<file path="src/rtl/ahb_sram_if_if.sv">
// Signal bundle for ahb_sram_if: AHB-Lite slave port, BIST handoff flag and
// single-port SRAM strobes. The slave modport is the bridge's view.
interface ahb_sram_if_if #(
  parameter int ADDR_WIDTH = 13
);
  logic                  hsel;
  logic [31:0]           haddr;
  logic [1:0]            htrans;
  logic                  hwrite;
  logic [2:0]            hsize;
  logic [31:0]           hwdata;
  logic                  hready;
  logic                  hready_out;
  logic [1:0]            hresp;
  logic [31:0]           hrdata;
  logic                  bist_te;
  logic [31:0]           sram_rdata;
  logic [ADDR_WIDTH-1:0] sram_addr;
  logic [31:0]           sram_wdata;
  logic [3:0]            sram_wen;
  logic                  sram_cen;
  logic                  sram_oen;

  modport slave (
    input  hsel, haddr, htrans, hwrite, hsize, hwdata, hready, bist_te, sram_rdata,
    output hready_out, hresp, hrdata, sram_addr, sram_wdata, sram_wen, sram_cen, sram_oen
  );

  modport master (
    output hsel, haddr, htrans, hwrite, hsize, hwdata, hready, bist_te, sram_rdata,
    input  hready_out, hresp, hrdata, sram_addr, sram_wdata, sram_wen, sram_cen, sram_oen
  );
endinterface

</file>
<file path="src/rtl/ahb_sram_if.sv">
// AHB-Lite to single-port SRAM bridge: zero-wait reads, posted writes, one stall on read-after-write.
// Define AHB_SRAM_ERR_RESP_EN to answer illegal size/alignment with a two-cycle ERROR response.
module ahb_sram_if #(
  parameter int ADDR_WIDTH = 13
) (
  input  logic          hclk,
  input  logic          hresetn,
  ahb_sram_if_if.slave  bus
);

`ifdef AHB_SRAM_ERR_RESP_EN
  localparam logic ERR_EN = 1'b1;
`else
  localparam logic ERR_EN = 1'b0;
`endif

  typedef enum logic [2:0] {
    S_IDLE,
    S_WR,
    S_RD,
    S_RD_WAIT,
    S_ERR1,
    S_ERR2
  } state_t;

  state_t                r_state;
  state_t                w_next;
  logic [ADDR_WIDTH-1:0] r_addr;
  logic [ADDR_WIDTH-1:0] w_addr_nxt;
  logic [3:0]            r_lanes;
  logic [3:0]            w_lanes_nxt;
  logic [ADDR_WIDTH-1:0] w_haddr_word;
  logic                  w_open;
  logic                  w_acc;
  logic                  w_bad;
  logic                  w_rd_now;
  logic [32-ADDR_WIDTH-2:0] w_unused_bits;

  function automatic logic [3:0] lane_mask(input logic [2:0] size, input logic [1:0] lsb);
    case (size)
      3'd0:    lane_mask = 4'b0001 << lsb;
      3'd1:    lane_mask = lsb[1] ? 4'b1100 : 4'b0011;
      default: lane_mask = 4'b1111;
    endcase
  endfunction

  function automatic logic bad_access(input logic [2:0] size, input logic [1:0] lsb);
    bad_access = (size > 3'd2) || ((size == 3'd1) && lsb[0]) ||
                 ((size == 3'd2) && (lsb != 2'b00));
  endfunction

  assign w_haddr_word  = bus.haddr[ADDR_WIDTH+1:2];
  assign w_unused_bits = {bus.haddr[31:ADDR_WIDTH+2], bus.htrans[0]};

  // An address phase can only complete in states that drive hready_out high.
  assign w_open = (r_state == S_WR) || (r_state == S_RD) || (r_state == S_ERR2) ||
                  ((r_state == S_IDLE) && !bus.bist_te);
  assign w_acc  = hresetn && w_open && bus.hsel && bus.htrans[1] && bus.hready;
  assign w_bad  = ERR_EN && bad_access(bus.hsize, bus.haddr[1:0]);
  // Reads go straight to the SRAM unless the port is busy with a write data phase.
  assign w_rd_now = w_acc && !w_bad && !bus.hwrite && (r_state != S_WR);

  always_ff @(posedge hclk or negedge hresetn) begin
    if (!hresetn) begin
      r_state <= S_IDLE;
      r_addr  <= '0;
      r_lanes <= '0;
    end else begin
      r_state <= w_next;
      r_addr  <= w_addr_nxt;
      r_lanes <= w_lanes_nxt;
    end
  end

  always_comb begin
    w_next      = S_IDLE;
    w_addr_nxt  = r_addr;
    w_lanes_nxt = r_lanes;
    case (r_state)
      S_RD_WAIT: w_next = S_RD;
      S_ERR1:    w_next = S_ERR2;
      default: begin
        if (w_acc) begin
          if (w_bad) begin
            w_next = S_ERR1;
          end else if (bus.hwrite) begin
            w_next      = S_WR;
            w_addr_nxt  = w_haddr_word;
            w_lanes_nxt = lane_mask(bus.hsize, bus.haddr[1:0]);
          end else if (r_state == S_WR) begin
            w_next     = S_RD_WAIT;
            w_addr_nxt = w_haddr_word;
          end else begin
            w_next = S_RD;
          end
        end
      end
    endcase
  end

  always_comb begin
    bus.sram_cen   = 1'b1;
    bus.sram_oen   = 1'b1;
    bus.sram_wen   = 4'hF;
    bus.sram_addr  = '0;
    bus.sram_wdata = '0;
    bus.hready_out = 1'b1;
    bus.hresp      = 2'b00;
    bus.hrdata     = '0;
    case (r_state)
      S_IDLE: begin
        if (bus.bist_te && hresetn) bus.hready_out = 1'b0;
      end
      S_WR: begin
        bus.sram_cen   = 1'b0;
        bus.sram_wen   = ~r_lanes;
        bus.sram_addr  = r_addr;
        bus.sram_wdata = bus.hwdata;
      end
      S_RD: begin
        bus.hrdata = bus.sram_rdata;
      end
      S_RD_WAIT: begin
        bus.hready_out = 1'b0;
        bus.sram_cen   = 1'b0;
        bus.sram_oen   = 1'b0;
        bus.sram_addr  = r_addr;
      end
      S_ERR1: begin
        bus.hready_out = 1'b0;
        bus.hresp      = {1'b0, ERR_EN};
      end
      S_ERR2: begin
        bus.hresp = {1'b0, ERR_EN};
      end
      default: begin
        bus.hready_out = 1'b1;
      end
    endcase
    if (w_rd_now) begin
      bus.sram_cen  = 1'b0;
      bus.sram_oen  = 1'b0;
      bus.sram_wen  = 4'hF;
      bus.sram_addr = w_haddr_word;
    end
  end

endmodule

</file>
<file path="src/flat_wrapper.sv">
// flat-port wrapper written by rule: the top's interface ports become plain ports
module ahb_sram_if_flat 
#(
  parameter int ADDR_WIDTH = 13
)
  (hclk, hresetn, bus_hsel, bus_haddr, bus_htrans, bus_hwrite, bus_hsize, bus_hwdata, bus_hready, bus_bist_te, bus_sram_rdata, bus_hready_out, bus_hresp, bus_hrdata, bus_sram_addr, bus_sram_wdata, bus_sram_wen, bus_sram_cen, bus_sram_oen);
  ahb_sram_if_if #(.ADDR_WIDTH(ADDR_WIDTH)) bus_i ();
  input  logic hclk;
  input  logic hresetn;
  input wire logic [$bits(bus_i.hsel)-1:0] bus_hsel;
  input wire logic [$bits(bus_i.haddr)-1:0] bus_haddr;
  input wire logic [$bits(bus_i.htrans)-1:0] bus_htrans;
  input wire logic [$bits(bus_i.hwrite)-1:0] bus_hwrite;
  input wire logic [$bits(bus_i.hsize)-1:0] bus_hsize;
  input wire logic [$bits(bus_i.hwdata)-1:0] bus_hwdata;
  input wire logic [$bits(bus_i.hready)-1:0] bus_hready;
  input wire logic [$bits(bus_i.bist_te)-1:0] bus_bist_te;
  input wire logic [$bits(bus_i.sram_rdata)-1:0] bus_sram_rdata;
  output wire logic [$bits(bus_i.hready_out)-1:0] bus_hready_out;
  output wire logic [$bits(bus_i.hresp)-1:0] bus_hresp;
  output wire logic [$bits(bus_i.hrdata)-1:0] bus_hrdata;
  output wire logic [$bits(bus_i.sram_addr)-1:0] bus_sram_addr;
  output wire logic [$bits(bus_i.sram_wdata)-1:0] bus_sram_wdata;
  output wire logic [$bits(bus_i.sram_wen)-1:0] bus_sram_wen;
  output wire logic [$bits(bus_i.sram_cen)-1:0] bus_sram_cen;
  output wire logic [$bits(bus_i.sram_oen)-1:0] bus_sram_oen;
  assign bus_i.hsel = bus_hsel;
  assign bus_i.haddr = bus_haddr;
  assign bus_i.htrans = bus_htrans;
  assign bus_i.hwrite = bus_hwrite;
  assign bus_i.hsize = bus_hsize;
  assign bus_i.hwdata = bus_hwdata;
  assign bus_i.hready = bus_hready;
  assign bus_i.bist_te = bus_bist_te;
  assign bus_i.sram_rdata = bus_sram_rdata;
  assign bus_hready_out = bus_i.hready_out;
  assign bus_hresp = bus_i.hresp;
  assign bus_hrdata = bus_i.hrdata;
  assign bus_sram_addr = bus_i.sram_addr;
  assign bus_sram_wdata = bus_i.sram_wdata;
  assign bus_sram_wen = bus_i.sram_wen;
  assign bus_sram_cen = bus_i.sram_cen;
  assign bus_sram_oen = bus_i.sram_oen;
  ahb_sram_if #(.ADDR_WIDTH(ADDR_WIDTH)) u_core (.hclk(hclk), .hresetn(hresetn), .bus(bus_i));
endmodule
</file>
<file path="config.mk">
export PLATFORM = sky130hd
export DESIGN_NAME = ahb_sram_if_flat
export DESIGN_NICKNAME = d
export VERILOG_FILES = /design/src/rtl/ahb_sram_if_if.sv /design/src/rtl/ahb_sram_if.sv /design/src/flat_wrapper.sv
export SDC_FILE = /design/constraint.sdc
export NUM_CORES = 1
export LEC_CHECK = 0
export CAP_MARGIN = 20
export CORE_ASPECT_RATIO = 1.1
export CORE_MARGIN = 5
export CORE_UTILIZATION = 27
export CTS_BUF_LIST = sky130_fd_sc_hd__clkbuf_8
export DETAILED_ROUTE_END_ITERATION = 6
export PLACE_DENSITY = 0.84
export SLEW_MARGIN = 15
export SYNTH_ARGS = -nofsm -noshare
export SYNTH_HDL_FRONTEND = slang
export SYNTH_SLANG_ARGS = --single-unit
</file>
<file path="constraint.sdc">
create_clock -name hclk -period 1.95 [get_ports hclk]
set_input_delay 0.39 -clock hclk [delete_from_list [all_inputs] [get_ports hclk]]
set_output_delay 0.39 -clock hclk [all_outputs]
set_load 0.02 [all_outputs]
</file>
==> metrics.md, run 1 <==
| Metric | Value |
|---|---|
| Vias in the first global route | 2,192 |
| Top post-synthesis cells by area | dfrtp_1 33%, and2_1 13%, and3_1 13% |
| Mapped Cells | 164 |
| PortBufs | 172 |
| Max-cap violation count | 0 |
| CTS sink count | 20 |
| Critical path peak fanout | 7 |
| R2r startpoint | u_core.r_state[0]$_DFF_PN0_ |
| CTS Hold Buffers Added | 0 |
| Share of layout cells above drive strength 1 | 0.477 |
| Fillers | 380 |
| Worst setup EP type | output pin |
| Worst EP required | 1.56 ns |
| Final WL | 8.05 mm |
| Worst hold slack | 0.258 ns |
| Top cell type by total area after synthesis | dfrtp_1 |
| Maximum clock frequency | 451 MHz |
| Status | complete, but fails checks |
| Initial Util | 0.281 |
| Clock Latency Late Sink | 0.27 ns |
| CTS tree | built |
| Antenna violations before repair | 0 |
| Detailed Place HPWL | 5.67 mm |
| Synth Area in Compound Gates | 0.113 |
| Worst reg2reg setup slack | -0.03 ns |
| H-tree levels | 1 |
| CTS root buffer | clkbuf_8 |
| Post-synthesis adder-cell area fraction | 0 |
| EDFF count, synth | 0 |
| Synth top cells by count | 32 x and2_1, 32 x and3_1, 20 x dfrtp_1, 13 x a22o_1, 12 x clkbuf_1 |
| Fin util | 0.726 |
| Register area share after synthesis | 0.328 |
| Wire per inst | 18.4 um |
| Synth Area per Inst | 9.32 um2 |
| I/O pin total | 193 |
| Synth cell types | 30 |
| Area of the core | 5430 um2 |
| Critical path origin | u_core.r_state[0]$_DFF_PN0_ |
| Die ar. | 7260 um2 |
| RePlAce Congestion | 0.736 |
| Rows | 28 |
| Peak VDD IR | 0.000307 V |
| Clk slew on worst S/H paths | 0.08 ns |
| # nets final | 471 |
| Pleak | 1.82 nW |
| Diode count | 0 |
| HP Class | in -> async |
| Fin crit period | 2.22 ns |
| Fin. max-slew vios | 0 |
| Post-place setup slack | -0.855 ns |
| Footprint of the multi-input gates | 1120 um2 |
| Crit share post-route | 1.14 |
| Post-synthesis cell area | 1530 um2 |
| Vert. Die Dim | 88.9 um |
| Overall routing resource usage | 0.192 |
| Flops & latches, synth | 20 |
| Largest net degree at the start of global routing | 35 |
| Routed Antenna Nets | 0 |
| Yosys top cell area share | 0.328 |
| Fin. Hold Viols | 0 |
| Gr ovfl total | 0 |
| Final setup viols | 69 |
| Pwr/cell area | 357 nW/um2 |
| DRC Markers | 0 |
| Xor/xnor cell area share of the yosys netlist | 0 |
| Clock buffer count from CTS | 3 |
| Failing checks | negative setup slack |
| Die width | 81.7 um |
| Largest family of logic cells by synthesized area | simple AND/OR/NAND/NOR gates |
| Vias per inst | 4.79 |
| Initial DRC count | 27 |
| Mux share of post-synthesis cell area | 0.135 |
| Synth-to-Final Area Change | 158% |
| Fraction of registers with async set/reset | 1.00 |
| Synth Area in Simple Gates | 0.367 |
| Most used flip-flop cell after synthesis | dfrtp_1 |
| Clock skew | 0.00668 ns |
| Storage element area | 504 um2 |
| Crit start category | register |
| Setup WS post-layout | -0.268 ns |
| First-pass GRT wire length | 10.6 mm |
| DRT Pass-1 Iters | 4 |
| RSZ-0062 raised after global routing | true |
| Vias | 2,096 |
| Worst endpoint data arrival time | 1.83 ns |
| Setup CP Type | reg -> out |
| CTS Buffer Depth | 2 |
| Yosys warnings | 0 |
[through the flow]
stage	setup TNS (ns)	instances	cell area (um2)	power [W]
finish	-6.93	438	3950	0.00141
global route	-12.56	438	3950	0.00146
CTS	-5.81	432	3610	0.00135
detailed placement	-29.07	419	3460	0.000921
global placement	-26.43	419	3460	0.000911
floorplan	0	165	1530	0.000659
[registers in the layout, indices dropped and copies added (netlist names)]
register and count:
u_core.r_addr 13, u_core.r_lanes 4, u_core.r_state 3
[per-layer routing]
layer  routed length [um]  vias up  share of wire  track usage
met3                 1130        9           0.14       0.0796
met5                    0        -              0            0
met1                 2650      971           0.33        0.185
met2                 4150      143           0.52        0.370
li1                     -      973              -            -
met4                  122        0          0.015       0.0483
[critical path, stage by stage, from the launching register on]
cell and delay (ns):
dfrtp_2 0.43, nor3b_4 0.16, buf_4 0.14, nor4_4 0.30, buf_4 0.23, a22o_1 0.18
buf_6 0.13
[cells by family (layout without fill, tap and decap cells)]
kind of cell / count (synthesis) / in the layout
and+or+nand+nor: 86 / 86
AOI/OAI and AO/OA: 22 / 22
DFF: 20 / 20
buffers and inverters: 18 / 216
muxes: 17 / 17
other: 1 / 2
[cell usage in the layout, fill, tap and decap left out, types with 2 or more instances in the layout]
cell and n:
clkdlybuf4s50_1 84, buf_4 39, buf_6 39, and2_1 32, clkdlybuf4s15_2 27, and3_4 17
mux2_4 17, dfrtp_1 17, and3_1 15, a22o_1 13, buf_2 7, dlygate4sd2_1 6
nand2_1 4, o21ai_0 4, buf_12 4, nor2_1 3, clkbuf_8 3, dfrtp_2 3
a21oi_1 2, nor2_4 2, a21oi_4 2, nor3_4 2, conb_1 2, clkbuf_16 2
[final timing paths]
kind,depth (start not counted),end
max,6,bus_sram_addr[6]
min,2,u_core.r_addr[5]$_DFFE_PN0P_
max reg2reg,8,u_core.r_addr[10]$_DFFE_PN0P_
min reg2reg,1,u_core.r_lanes[3]$_DFFE_PN0P_
max in group asynchronous,2,u_core.r_state[0]$_DFF_PN0_
min in group hclk,1,u_core.r_lanes[3]$_DFFE_PN0P_
[power by group]
part           switching, W  total [W]  internal, W
Clock              0.000156   0.000430     0.000274
Sequential        0.0000501   0.000541     0.000491
Combinational      0.000125   0.000439     0.000314
[what timing repair did]
item                                    CTS  global route
cloned                                    4             2
endpoints found under the setup margin   97            86
buffers inserted                          5             6
pin swaps                                 7             6
gates resized for setup                 357            77
[cell type report]
cell class	count	share of cell area
multi-input cells	127	0.285
inverters	1	0.000951
repair buffers	211	0.544
clock buffers	3	0.0105
clock inverters	1	0.00761
well taps	75	0.0238
flip-flops and latches	20	0.128
(Power assumes the default switching activity.)
==> run 2, diff against run 1 <==
CORE_MARGIN = 2   (was 5)
CTS_CLUSTER_SIZE = 8   (was default)
==> run 2 against run 1 <==
The run still ends with negative setup slack left; power down 0.40%; flip-flop and latch count unchanged; sequential power about the same; cell count unchanged; wire length down 18%.
==> metrics.md, run 2 (synthesized netlist as in run 1, its figures left out) <==
| Metric | Value |
|---|---|
| Status | complete, but fails checks |
| Failing checks | negative setup slack |
| Fin area | 3850 um2 |
| Routed Antenna Nets | 0 |
| Clock skew | 0.00704 ns |
| CTS root buffer | clkbuf_8 |
| Vias per inst | 4.68 |
| Die width | 75.7 um |
| Post-place setup slack | -0.804 ns |
| Share of layout cells above drive strength 1 | 0.519 |
| RSZ-0062 raised after global routing | true |
| Clk slew on worst S/H paths | 0.08 ns |
| PortBufs | 172 |
| CTS tree | built |
| Fin crit period | 2.15 ns |
| Gr ovfl total | 0 |
| Synth-to-Final Area Change | 152% |
| # nets final | 470 |
| Largest register by flop count | u_core.r_addr |
| Largest register FFs | 13 |
| Fin. max-slew vios | 0 |
| HP Class | in -> async |
| Pleak | 1.98 nW |
| Area post-placement | 3500 um2 |
| Setup CP Type | reg -> out |
| Clock buffer count from CTS | 3 |
| RePlAce Congestion | 0.710 |
| Rows | 28 |
| Initial Util | 0.281 |
| Die ar. | 6280 um2 |
| Initial DRC count | 43 |
| Max-cap violation count | 0 |
| Area of the core | 5430 um2 |
| Setup WS post-layout | -0.203 ns |
| First-pass GRT wire length | 9.20 mm |
| Largest net degree at the start of global routing | 33 |
| Vias in the first global route | 1,955 |
| Fin util | 0.709 |
| Worst setup EP type | output pin |
| CTS Hold Buffers Added | 0 |
| Crit start category | register |
| Most common cell after layout, fill and taps aside | clkdlybuf4s50_1 |
| DRC Markers | 0 |
| Fillers | 430 |
| Largest regs | u_core.r_addr (13), u_core.r_lanes (4), u_core.r_state (3) |
| Maximum clock frequency | 464 MHz |
| Detailed Place HPWL | 4.95 mm |
| Pwr/cell area | 365 nW/um2 |
| Clock Latency Late Sink | 0.26 ns |
| Worst EP required | 1.56 ns |
| Vert. Die Dim | 82.9 um |
| Peak VDD IR | 0.000386 V |
| Footprint of the multi-input gates | 1110 um2 |
| Wire per inst | 15.1 um |
| Storage element area | 503 um2 |
| Vias | 2,052 |
| Critical path peak fanout | 14 |
| Most frequent cells in the layout | 83 x clkdlybuf4s50_1, 55 x buf_6, 33 x buf_2, 32 x and3_1, 30 x and2_4 |
| Overall routing resource usage | 0.186 |
| Final WL | 6.63 mm |
| DRT Pass-1 Iters | 3 |
| Worst hold slack | 0.265 ns |
| Final setup viols | 61 |
| Antenna violations before repair | 0 |
| Fin. Hold Viols | 0 |
| Worst endpoint data arrival time | 1.76 ns |
| CTS Buffer Depth | 2 |
| CTS sink count | 20 |
| I/O pin total | 193 |
| H-tree levels | 1 |
| Crit share post-route | 1.10 |
==> run 2: final cells by class <==
cell class | instances | share of cell area
repair buffers | 210 | 0.536
multi-input cells | 127 | 0.289
flip-flops and latches | 20 | 0.131
well taps | 75 | 0.0244
clock buffers | 3 | 0.0107
clock inverters | 1 | 0.00780
inverters | 1 | 0.000975
diodes | 1 | 0.000650
==> run 2: path summary, 6_finish.rpt <==
path / startpoint / to / slack, ns / cells after the start
min in group hclk: u_core.r_lanes[3]$_DFFE_PN0P_ / u_core.r_lanes[3]$_DFFE_PN0P_ / 0.51 / 1
hold / removal: hresetn / u_core.r_addr[7]$_DFFE_PN0P_ / 0.27 / 2
hold reg to reg: u_core.r_lanes[3]$_DFFE_PN0P_ / u_core.r_lanes[3]$_DFFE_PN0P_ / 0.51 / 1
setup reg to reg: u_core.r_state[1]$_DFF_PN0_ / u_core.r_addr[8]$_DFFE_PN0P_ / -0.07 / 10
max in group asynchronous: hresetn / u_core.r_state[1]$_DFF_PN0_ / 1.49 / 2
setup / recovery: u_core.r_state[0]$_DFF_PN0_ / bus_sram_addr[5] / -0.20 / 6
==> run 2: metrics by stage <==
step | TNS, ns | instances | total power, W
final | -6.90 | 438 | 0.00140
after detailed placement | -28.89 | 420 | 0.000919
after global placement | -28.10 | 420 | 0.000908
after floorplan | 0 | 165 | 0.000659
after global routing | -11.63 | 437 | 0.00147
after CTS | -3.82 | 430 | 0.00139
==> run 2: repair_timing <==
action                     4_1_cts  5_1_grt
setup endpoints to repair       97       88
pin swaps                        5       14
setup buffers                    5        6
gates resized for setup        400      108
gates cloned                     1        2
==> run 2: worst max-delay path: stages, from the launching register on <==
cell and delay [ns]:
dfrtp_2 0.45, nor3b_4 0.17, buf_4 0.14, nor4_4 0.29, buf_12 0.18, a22o_1 0.13, buf_4 0.14
==> run 2: per-layer routing <==
layer / track usage / vias up / share of wire
met3: 0.0607 / 4 / 0.12
met2: 0.357 / 124 / 0.53
met4: 0.0383 / 0 / 0.0075
met5: 0 / - / 0
li1: - / 972 / -
met1: 0.187 / 952 / 0.35
==> run 2: where the power goes <==
part / leakage (nW) / total, W / internal [W] / switching (W)
clock network: 0.0357 / 0.000423 / 0.000274 / 0.000149
logic: 1.70 / 0.000440 / 0.000315 / 0.000125
registers: 0.252 / 0.000542 / 0.000491 / 0.0000514
total: 1.98 / 0.00140 / 0.00108 / 0.000325
